`src/rtl/stopwatch_ctrl.sv`:
```
// Stopwatch control: run/pause/adjust FSM, 1 Hz and 2 Hz strobes, clear,
// and 4-digit display scan with blink-based blanking of the field being adjusted.
module stopwatch_ctrl #(
    parameter int DIV_1HZ   = 100000000,
    parameter int DIV_2HZ   = 50000000,
    parameter int SCAN_DIV  = 100000,
    parameter int BLINK_DIV = 25000000
) (
    input  logic       clk,
    input  logic       rst,
    input  logic       pause_btn,
    input  logic       clear_btn,
    input  logic       adj,
    input  logic       sel,
    output logic       cnt_en,
    output logic       inc_min,
    output logic       inc_sec,
    output logic       clear,
    output logic [1:0] digit_sel,
    output logic [3:0] an,
    output logic       blank,
    output logic [1:0] mode
);

    localparam int W1 = (DIV_1HZ   > 1) ? $clog2(DIV_1HZ)   : 1;
    localparam int W2 = (DIV_2HZ   > 1) ? $clog2(DIV_2HZ)   : 1;
    localparam int WS = (SCAN_DIV  > 1) ? $clog2(SCAN_DIV)  : 1;
    localparam int WB = (BLINK_DIV > 1) ? $clog2(BLINK_DIV) : 1;

    localparam logic [1:0] ST_RUN   = 2'd0;
    localparam logic [1:0] ST_PAUSE = 2'd1;
    localparam logic [1:0] ST_ADJ   = 2'd2;

    logic [1:0]    state_q, state_d;
    logic          paused_q, paused_d;
    logic          pause_prev_q, clear_prev_q;
    logic [W1-1:0] p1_q, p1_d;
    logic [W2-1:0] p2_q, p2_d;
    logic [WS-1:0] sc_q, sc_d;
    logic [WB-1:0] bc_q, bc_d;
    logic          blink_q, blink_d;
    logic [1:0]    digit_q, digit_d;
    logic [3:0]    an_q, an_d;
    logic          cnt_en_q, cnt_en_d;
    logic          inc_min_q, inc_min_d;
    logic          inc_sec_q, inc_sec_d;
    logic          clear_q, clear_d;
    logic          blank_q, blank_d;
    logic          pause_edge, clear_edge, wrap1, wrap2, wrap_s, wrap_b;

    always_comb begin
        pause_edge = pause_btn & ~pause_prev_q;
        clear_edge = clear_btn & ~clear_prev_q;
        wrap1  = (p1_q == W1'(DIV_1HZ - 1));
        wrap2  = (p2_q == W2'(DIV_2HZ - 1));
        wrap_s = (sc_q == WS'(SCAN_DIV - 1));
        wrap_b = (bc_q == WB'(BLINK_DIV - 1));

        // Pause edges are ignored while adjusting; the flag remembers where to return.
        paused_d = paused_q;
        if (state_q != ST_ADJ && pause_edge)
            paused_d = ~paused_q;
        if (adj)
            state_d = ST_ADJ;
        else
            state_d = paused_d ? ST_PAUSE : ST_RUN;

        p1_d = p1_q;
        if (clear_edge)
            p1_d = '0;
        else if (state_q == ST_RUN)
            p1_d = wrap1 ? '0 : p1_q + 1'b1;

        // Held at zero outside ADJ, so every ADJ entry starts a fresh half-second.
        p2_d = '0;
        if (state_q == ST_ADJ)
            p2_d = wrap2 ? '0 : p2_q + 1'b1;

        cnt_en_d  = (state_q == ST_RUN) && wrap1 && !clear_edge;
        inc_min_d = (state_q == ST_ADJ) && wrap2 && !clear_edge && !sel;
        inc_sec_d = (state_q == ST_ADJ) && wrap2 && !clear_edge && sel;
        clear_d   = clear_edge;

        sc_d    = wrap_s ? '0 : sc_q + 1'b1;
        digit_d = wrap_s ? digit_q + 2'd1 : digit_q;
        bc_d    = wrap_b ? '0 : bc_q + 1'b1;
        blink_d = wrap_b ? ~blink_q : blink_q;
        an_d    = ~(4'b1000 >> digit_d);
        blank_d = (state_d == ST_ADJ) && !blink_d && (digit_d[1] == sel);
    end

    always_ff @(posedge clk or negedge rst) begin
        if (!rst) begin
            state_q      <= ST_RUN;
            paused_q     <= 1'b0;
            pause_prev_q <= 1'b0;
            clear_prev_q <= 1'b0;
            p1_q         <= '0;
            p2_q         <= '0;
            sc_q         <= '0;
            bc_q         <= '0;
            blink_q      <= 1'b0;
            digit_q      <= 2'd0;
            an_q         <= 4'b0111;
            cnt_en_q     <= 1'b0;
            inc_min_q    <= 1'b0;
            inc_sec_q    <= 1'b0;
            clear_q      <= 1'b0;
            blank_q      <= 1'b0;
        end else begin
            state_q      <= state_d;
            paused_q     <= paused_d;
            pause_prev_q <= pause_btn;
            clear_prev_q <= clear_btn;
            p1_q         <= p1_d;
            p2_q         <= p2_d;
            sc_q         <= sc_d;
            bc_q         <= bc_d;
            blink_q      <= blink_d;
            digit_q      <= digit_d;
            an_q         <= an_d;
            cnt_en_q     <= cnt_en_d;
            inc_min_q    <= inc_min_d;
            inc_sec_q    <= inc_sec_d;
            clear_q      <= clear_d;
            blank_q      <= blank_d;
        end
    end

    assign cnt_en    = cnt_en_q;
    assign inc_min   = inc_min_q;
    assign inc_sec   = inc_sec_q;
    assign clear     = clear_q;
    assign digit_sel = digit_q;
    assign an        = an_q;
    assign blank     = blank_q;
    assign mode      = state_q;

endmodule

```
`config.mk`:
```
export PLATFORM = sky130hd
export DESIGN_NAME = stopwatch_ctrl
export DESIGN_NICKNAME = d
export VERILOG_FILES = /design/src/rtl/stopwatch_ctrl.sv
export SDC_FILE = /design/constraint.sdc
export NUM_CORES = 1
export LEC_CHECK = 0
export CAP_MARGIN = 0
export CORE_MARGIN = 2
export CORE_UTILIZATION = 66
export DETAILED_ROUTE_END_ITERATION = 16
export GPL_TIMING_DRIVEN = 0
export PLACE_DENSITY = 0.86
export REMOVE_ABC_BUFFERS = 1
export SYNTH_ARGS = -nofsm -noshare
export SYNTH_HDL_FRONTEND = slang
export SYNTH_SLANG_ARGS = --single-unit
```
`constraint.sdc`:
```
create_clock -name clk -period 5.72 [get_ports clk]
set_clock_uncertainty 0.1 [all_clocks]
set_input_delay 0.858 -clock clk [delete_from_list [all_inputs] [get_ports clk]]
set_output_delay 0.858 -clock clk [all_outputs]
set_load 0.005 [all_outputs]
```
# Yosys cells after proc, flatten, opt, wreduce, memory -nomap -nowiden
# Cells that the tools add are included.
# classes
n_addsub,5
eq_ne,8
n_shift,1
n_mux,12
bitwise_logic,7
n_reduce_logical,14
# op_table
cell,n
$mux W27,3
$mux W26,2
$add A27 B1 Y27 const B,1
$eq A27 B27 Y1 const B,1
$add A26 B1 Y26 const B,1
$eq A26 B26 Y1 const B,1
$add A25 B1 Y25 const B,1
$eq A25 B25 Y1 const B,1
$mux W25,1
$add A17 B1 Y17 const B,1
$eq A17 B17 Y1 const B,1
$mux W17,1
$logic_and A1 B1 Y1,9
$eq A2 B2 Y1 const B,2
$mux W2,2
$not A1 Y1,4
$not A4 Y4,1
$shr A4 B2 Y4 const A,1
$logic_not A1 Y1,3
$mux W1,3
$add A2 B1 Y2 const B,1
$and A1 B1 Y1,2
$logic_not A2 Y1,1
$ne A2 B2 Y1 const B,1
2 further kinds,2
# totals
register_bits,112
input_bits,6

# Depth between registers and ports, before layout
# Gate-level depths: netlist (run 1).
# depth
depth_word,9
ltp_mapped,8
mapped_depth_nobuf,6

# Worst setup path after synthesis (run 1)
# No wires, ideal clock.
# synth_timing
path_type,register to register
from,register p1_q[19]
to,register p1_q[17]
t_arrival_ps,1970
required_ps,5483
slack_ps,3513
path_stages_with_launch,7
path_buffers,1
period_less_slack_ps,2207
path_cell_list,dfrtp_1 > or4b_2 > nor4_4 > a21oi_1 > buf_2 > a31oi_1 > a21oi_1
# synth_between
elab_chain_cells,4
# synth_lines
element,line_no,text
"start, declared",37,"logic [W1-1:0] p1_q, p1_d;"
"start signal, assigned",115,p1_q <= p1_d;
$eq A27 B27 Y1,54,wrap1 = (p1_q == W1'(DIV_1HZ - 1));
$mux W27,72,p1_d = wrap1 ? '0 : p1_q + 1'b1;
$mux W27,71,else if (state_q == ST_RUN)
$mux W27,69,if (clear_edge)
# No other way between the ends. The select of a mux whose other input is x is not followed.
# A chain may end at the register's enable or synchronous reset.

# Final worst setup path (run 1)
# layout_timing
from,input port clear_btn
to,register p1_q[19]
# layout_between
elab_chain_cells,2
# layout_lines
element,line_no,text
"start, declared",12,"input logic clear_btn,"
$and A1 B1 Y1 *,53,clear_edge = clear_btn & ~clear_prev_q;
$mux W27 or $reduce_bool A2 Y1 (tied branches),-,
# Every way passes the cells marked *; elsewhere a longest branch is shown, timed or not.

==> reports/qor.yml, run 1 <==
detailed_routing:
  wl_met3_um: 374
  vias: 3922
  dr.pass1.iters: 5
  dr_wl_met2_um: 4990
  vias_per_cell: 6.03
  wl_met1_um: 4610
  drt_iter0_markers: 243
  routedWlPerCell_um: 15.6
  route.detailed.drc: 0
  finalWirelength_um: 10100
  ant_nets: 0
  top_layer: "met4"
worst_setup_path:
  cp.required_ns: 5.91
  setup.worst_path.start: "clear_btn"
  startpoint_type: "input pin"
  reg2reg_slack_ns: 3.03
  worstPathCellList: "clkdlybuf4s50_1, nand2b_1, nand2_1, a21oi_1, or3b_2, a21oi_1"
  path_buf_inv: 1
  arrival_ns: 3.33
  r2r_start: "mode[1]"
  cp_max_fo: 15
  r2r-end: "p1_q[19]"
  cpMaxStageDelayCell: "a21oi_1"
  cpMostUsedCell: "a21oi_1"
  cp.depth: 6
  critPathKind: "input pin to flop"
  cp_top_family: "compound AO/OA/AOI/OAI gates"
  reg2reg_depth: 5
  cp-endpoint: "p1_q[19]"
  critPathMaxStageDelay_ns: 0.88
  endpoint_kind: "flop"
die:
  die_area_um2: 8830
  row_count: 32
  ios: 19
  die_h_um: 94.0
  fp.dieW_um: 94.0
  initial_core_util: 0.688
  coreArea_um2: 7770
cts:
  max-clock-path-buffers: 2
  ctsResizeCount: 0
  cts_max_level: 3
  cts_tree: "yes"
  clk_pin_slew_ns: 0.10
  clk_latency_ns: 0.37
  clk_root_buffer_cell: "clkbuf_8"
  cts_hold_buf: 0
  cts.sinks: 112
  cts_setup_buffers: 0
  cts_made_buffers: 9
logic_synthesis:
  synth_top_area_share: 0.511
  synthCells: 525
  yosys_warnings: 0
  ys_seq_elements: 112
  synth.yosys.seq_area_share: 0.525
  async_flop_share: 1.00
  ys.flop_type: "dfrtp_1"
  netlist_top_cells_area: "dfrtp_1, xor2_1, nor2_1"
  synth_most_common_cell: "dfrtp_1"
  synthDistinctLibCells: 48
  synth_edf_count: 0
  yosys.area.top_type: "dfrtp_1"
  syn_area_um2: 5340
  synth_top_cells_by_count: "dfrtp_1, nor2_1, xor2_1"
  syn_area_per_cell_um2: 10.2
sta:
  fmax_mhz: 319
  worstMarginPinSlew_ns: 1.12
  min_period_ns: 3.14
  slew_violations: 0
  rsz0062_at_grt: "false"
  fin_hold_ws_ns: 0.389
  min_period_over_period: 0.548
  finalSetupViolCount: 0
  max_slew_margin: 0.254
  hold_viol: 0
  setup_slack_ns: 2.58
placement:
  pre_cts_ws_ns: 2.25
  dpl.cell_count: 634
  place_hpwl_um: 6770
  dpl_cell_area_um2: 5620
  gp_congestion: 0.862
  portBuffers: 18
power:
  switching_power_uw: 359
  leakagePower_uw: 0.00260
  switching_share: 0.244
  combPwrFrac: 0.072
  power_density_nw_per_um2: 252
  power_frac_clock: 0.356
  internal_power_uw: 1110
  power_frac_seq: 0.572
  vdd_drop_max_uv: 162
layout:
  area_growth_pct: 9.46
  final_cell_area_um2: 5850
  antenna_cells: 0
  fin_cells: 650
  layout.nets: 554
  drive_above_1_share: 0.0675
job:
  maxCapViolCount: 0
global_routing:
  grt_max_degree: 71
  antenna_found_initial: 0
  grt_pass1_vias: 3871
  overflow: 0
  grt_usage: 0.254
  grt_pass1_wl_um: 17800
min_path:
  hold_start: "p1_q[26]"
  hp-class: "flop to flop"
status:
  status: "completed"
## layout make-up
class / instances / area, µm²
flip-flops and latches: 112 / 2810
multi-input cells: 391 / 2450
fillers: 537 / 1920
repair buffers: 19 / 198
clock buffers: 11 / 141
well taps: 102 / 128
clock inverters: 5 / 85.1
inverters: 10 / 37.5
## worst reg2reg max path, stage by stage, from the launching register on
cell and delay, ns:
dfrtp_1 0.43, nor2_1 0.43, nand2_1 0.14, a21oi_1 0.88
or3b_2 0.50, a21oi_1 0.16
## worst min-delay path by stage
stage	end	depth (start not counted)
global placement	paused_q	1
detailed placement	blink_q	1
global route	blink_q	1
CTS	blink_q	1
finish	p1_q[26]	1
floorplan	paused_q	1
## cell families after synthesis
| kind of cell | count (synthesis) | share of synthesized area |
|---|---|---|
| xor gates and xnor gates | 75 | 0.123 |
| adders and majority gates | 5 | 0.0117 |
| DFF | 112 | 0.525 |
| muxes | 1 | 0.00187 |
| AOI/OAI and AO/OA | 40 | 0.0499 |
| and+or+nand+nor | 270 | 0.272 |
| buffers and inverters | 22 | 0.0157 |
## metrics by stage
stage / TNS [ns] / power (µW) / utilization
after floorplan: 0 / 911 / -
after global placement: -42.25 / 956 / 0.721
after detailed placement: 0 / 964 / 0.724
after CTS: 0 / 1480 / 0.753
after global routing: 0 / 1540 / 0.753
final: 0 / 1470 / 0.753
## layer usage
layer  vias to the layer above  GRT usage
met5                         -          0
met4                         0     0.0700
met3                        20     0.0618
met2                        87      0.404
met1                      1934      0.352
li1                       1881          -
## cell usage in the layout (no fill, tap or decap), types with 2 or more instances in the layout
master / Yosys / final
nor4_4: 4 / 4
o211ai_1: 2 / 2
nand2_1: 38 / 38
inv_1: 9 / 9
a311oi_1: 2 / 2
nor3_1: 12 / 12
nor4bb_1: 3 / 3
dfrtp_1: 109 / 109
a41oi_1: 3 / 3
a21oi_1: 12 / 12
inv_6: 0 / 2
and4_1: 7 / 7
clkdlybuf4s50_1: 0 / 17
or2_2: 4 / 4
nor2b_1: 3 / 3
bufinv_16: 0 / 2
xor2_1: 41 / 41
clkbuf_8: 0 / 10
nand2b_1: 5 / 5
nor4_1: 8 / 8
nand3_1: 40 / 40
nand4_1: 25 / 25
or4b_2: 2 / 2
nand3b_1: 3 / 3
ha_1: 5 / 5
or3b_2: 2 / 2
and3_1: 15 / 15
o21ai_0: 4 / 4
a31oi_1: 10 / 10
nor2_1: 82 / 82
or3_1: 5 / 5
xnor2_1: 34 / 34
and2_1: 4 / 4
nor4b_1: 2 / 2
dfstp_2: 3 / 3
## state kept, by name, summed over array words and instances (netlist names)
| register | flops |
|---|---|
| paused_q | 1 |
| pause_prev_q | 1 |
| mode | 2 |
| p2_q | 26 |
| clear | 1 |
| clear_prev_q | 1 |
| cnt_en | 1 |
| inc_min | 1 |
| sc_q | 17 |
| digit_sel | 2 |
| bc_q | 25 |
| p1_q | 27 |
| blink_q | 1 |
| an | 4 |
| blank | 1 |
| inc_sec | 1 |
## power by group through the flow
stage / clock network [µW] / logic (µW) / registers (µW)
2_1_floorplan: 0 / 60.8 / 851
3_3_place_gp: 0 / 100 / 856
3_5_place_dp: 0 / 107 / 857
4_1_cts: 532 / 107 / 843
5_1_grt: 571 / 122 / 848
6_report: 524 / 107 / 843
Power figures use the tool's default switching activity.
==> run 2, diff against run 1 <==
- CORE_UTILIZATION: 66 -> 61
- PLACE_DENSITY: 0.86 -> 0.81
- clock period: 5.72 -> 3.2 ns (I/O delays scaled with it)
==> run 2 against run 1 <==
- non-clock buffer count stayed put
- worst setup slack worse by 2.1 ns
- register-to-register slack worse by 2.6 ns
- count of clock-buffer cells in the layout is 1 higher
- largest cell class unchanged
- largest power group unchanged
==> reports/qor.yml, run 2 (synthesis results as in run 1) <==
status:
  status: "completed"
cts:
  ctsResizeCount: 0  # unchanged
  max-clock-path-buffers: 2  # unchanged
  cts.sinks: 112  # unchanged
  clk_latency_ns: 0.37  # about the same
  cts_hold_buf: 0  # unchanged
  cts_made_buffers: 9  # unchanged
  clk_root_buffer_cell: "clkbuf_8"
  cts_setup_buffers: 0  # unchanged
  clk_pin_slew_ns: 0.10  # about the same
  cts_max_level: 3  # unchanged
  cts_tree: "yes"
detailed_routing:
  dr.pass1.iters: 4  # -1
  dr_wl_met2_um: 4920  # -1.5%
  vias: 3863  # -1.5%
  route.detailed.drc: 0  # unchanged
  routedWlPerCell_um: 15.5  # -0.58%
  wl_met1_um: 4700  # +1.9%
  ant_nets: 0  # unchanged
  wl_met3_um: 401  # +7.2%
  drt_iter0_markers: 153  # -37%
  vias_per_cell: 5.89  # -2.4%
  finalWirelength_um: 10200  # +0.34%
  top_layer: "met4"
power:
  power_frac_clock: 0.355  # about the same
  power_frac_seq: 0.573  # about the same
  switching_power_uw: 643  # +79%
  power_density_nw_per_um2: 450  # +78%
  vdd_drop_max_uv: 340  # +110%
  switching_share: 0.244  # about the same
  total_power_uw: 2640  # +79%
  combPwrFrac: 0.072  # about the same
  internal_power_uw: 1990  # +79%
  leakagePower_uw: 0.00261  # +0.15%
sta:
  rsz0062_at_grt: "false"
  fmax_mhz: 363
  worstMarginPinSlew_ns: 1.20  # +0.0783 ns
  slew_violations: 0  # unchanged
  finalSetupViolCount: 0  # unchanged
  min_period_over_period: 0.861
  max_slew_margin: 0.195  # -0.0596
  hold_viol: 0  # unchanged
  min_period_ns: 2.76
  fin_tns_setup_ns: 0  # unchanged
layout:
  area_growth_pct: 9.67
  layout.nets: 554  # unchanged
  largest_register: "p1_q"
  drive_above_1_share: 0.0657  # -0.00182
  final_util: 0.682  # -0.0710
  antenna_cells: 0  # unchanged
  reg_top3: "p1_q: 27 flops, p2_q: 26 flops, bc_q: 25 flops"
  layout_commonest_cell: "dfrtp_1"
  most-common-layout-cells: "dfrtp_1, nor2_1, xor2_1"
  largest_reg_flops: 27  # unchanged
  final_cell_area_um2: 5860  # +0.19%
job:
  maxCapViolCount: 0  # unchanged
global_routing:
  overflow: 0  # unchanged
  grt_usage: 0.226  # -0.0284
  grt_pass1_wl_um: 17600  # -0.85%
  antenna_found_initial: 0  # unchanged
  grt_pass1_vias: 3899  # +0.72%
  grt_max_degree: 62  # -13%
placement:
  dpl_cell_area_um2: 5640  # +0.27%
  portBuffers: 18  # unchanged
  gp_congestion: 0.838  # -2.8%
  place_hpwl_um: 6980  # +3.1%
worst_setup_path:
  cp.required_ns: 3.39  # -2.52 ns
  critPathKind: "input pin to flop"
  cpMostUsedCell: "a21oi_1"
  cpMaxStageDelayCell: "a21oi_1"
  cp_max_fo: 15  # unchanged
  endpoint_kind: "flop"
  worstPathCellList: "clkdlybuf4s50_1, nand2b_1, nand2_1, a21oi_1, or3b_2, a21oi_1"
  arrival_ns: 2.95  # -0.38 ns
  startpoint_type: "input pin"
  critPathMaxStageDelay_ns: 0.90  # +0.02 ns
die:
  initial_core_util: 0.622  # -0.0661
  die_h_um: 97.6  # +3.8%
  row_count: 34  # +6.3%
  ios: 19  # unchanged
  die_area_um2: 9520  # +7.8%
  fp.dieW_um: 97.6  # +3.8%
  coreArea_um2: 8590  # +11%
min_path:
  hp-class: "input pin to asynchronous set/reset pin"
==> run 2: cell types whose count changed in the layout (fill, tap and decap cells not counted) <==
cell / before / now
buf_12: 1 / 0
buf_16: 0 / 1
clkbuf_1: 1 / 2
clkinv_4: 0 / 1
clkinvlp_4: 1 / 0
inv_6: 2 / 1
==> run 2: worst paths after layout <==
check | from | to | slack [ns] | cells after the start
setup / recovery | clear_btn | p1_q[19] | 0.44 | 6
hold / removal | rst | sc_q[2] | 0.02 | 1
setup reg to reg | mode[1] | p1_q[19] | 0.48 | 5
min in group clk | paused_q | paused_q | 0.38 | 1
hold reg to reg | paused_q | paused_q | 0.38 | 1
max in group asynchronous | rst | an[1] | 2.22 | 2
==> run 2: power groups by stage <==
stage	clock network (µW)	registers [µW]	logic, µW
after global placement	0	1530	180
after detailed placement	0	1530	193
after floorplan	0	1520	109
after global routing	1010	1520	216
final	936	1510	190
after CTS	958	1510	191
==> run 2: worst max-delay path, delay by kind of cell <==
| family | cells | cell delay, ns |
|---|---|---|
| AO/OA/AOI/OAI | 2 | 1.05 |
| AND/OR/NAND/NOR | 3 | 1.00 |
| buffers and inverters | 1 | 0.42 |
==> run 2: through the flow <==
step,std cells,setup slack [ns],hold slack [ns]
floorplan,513,0.805,0.0844
global placement,639,-2.58,0.353
detailed placement,640,0.0973,0.367
CTS,656,0.484,0.0481
global route,656,0.254,0.0655
finish,656,0.443,0.0212
==> run 2: layer usage <==
layer  track usage  up-vias
met5             0        -
met4        0.0780        0
met3        0.0468       14
met2         0.372       88
met1         0.299     1888
li1              -     1873
==> run 2: cell type report <==
class	instances	area, µm²
clock buffers	12	145
clock inverters	4	77.6
fillers	647	2740
inverters	10	37.5
multi-input cells	391	2450
flip-flops and latches	112	2810
well taps	108	135
repair buffers	19	205
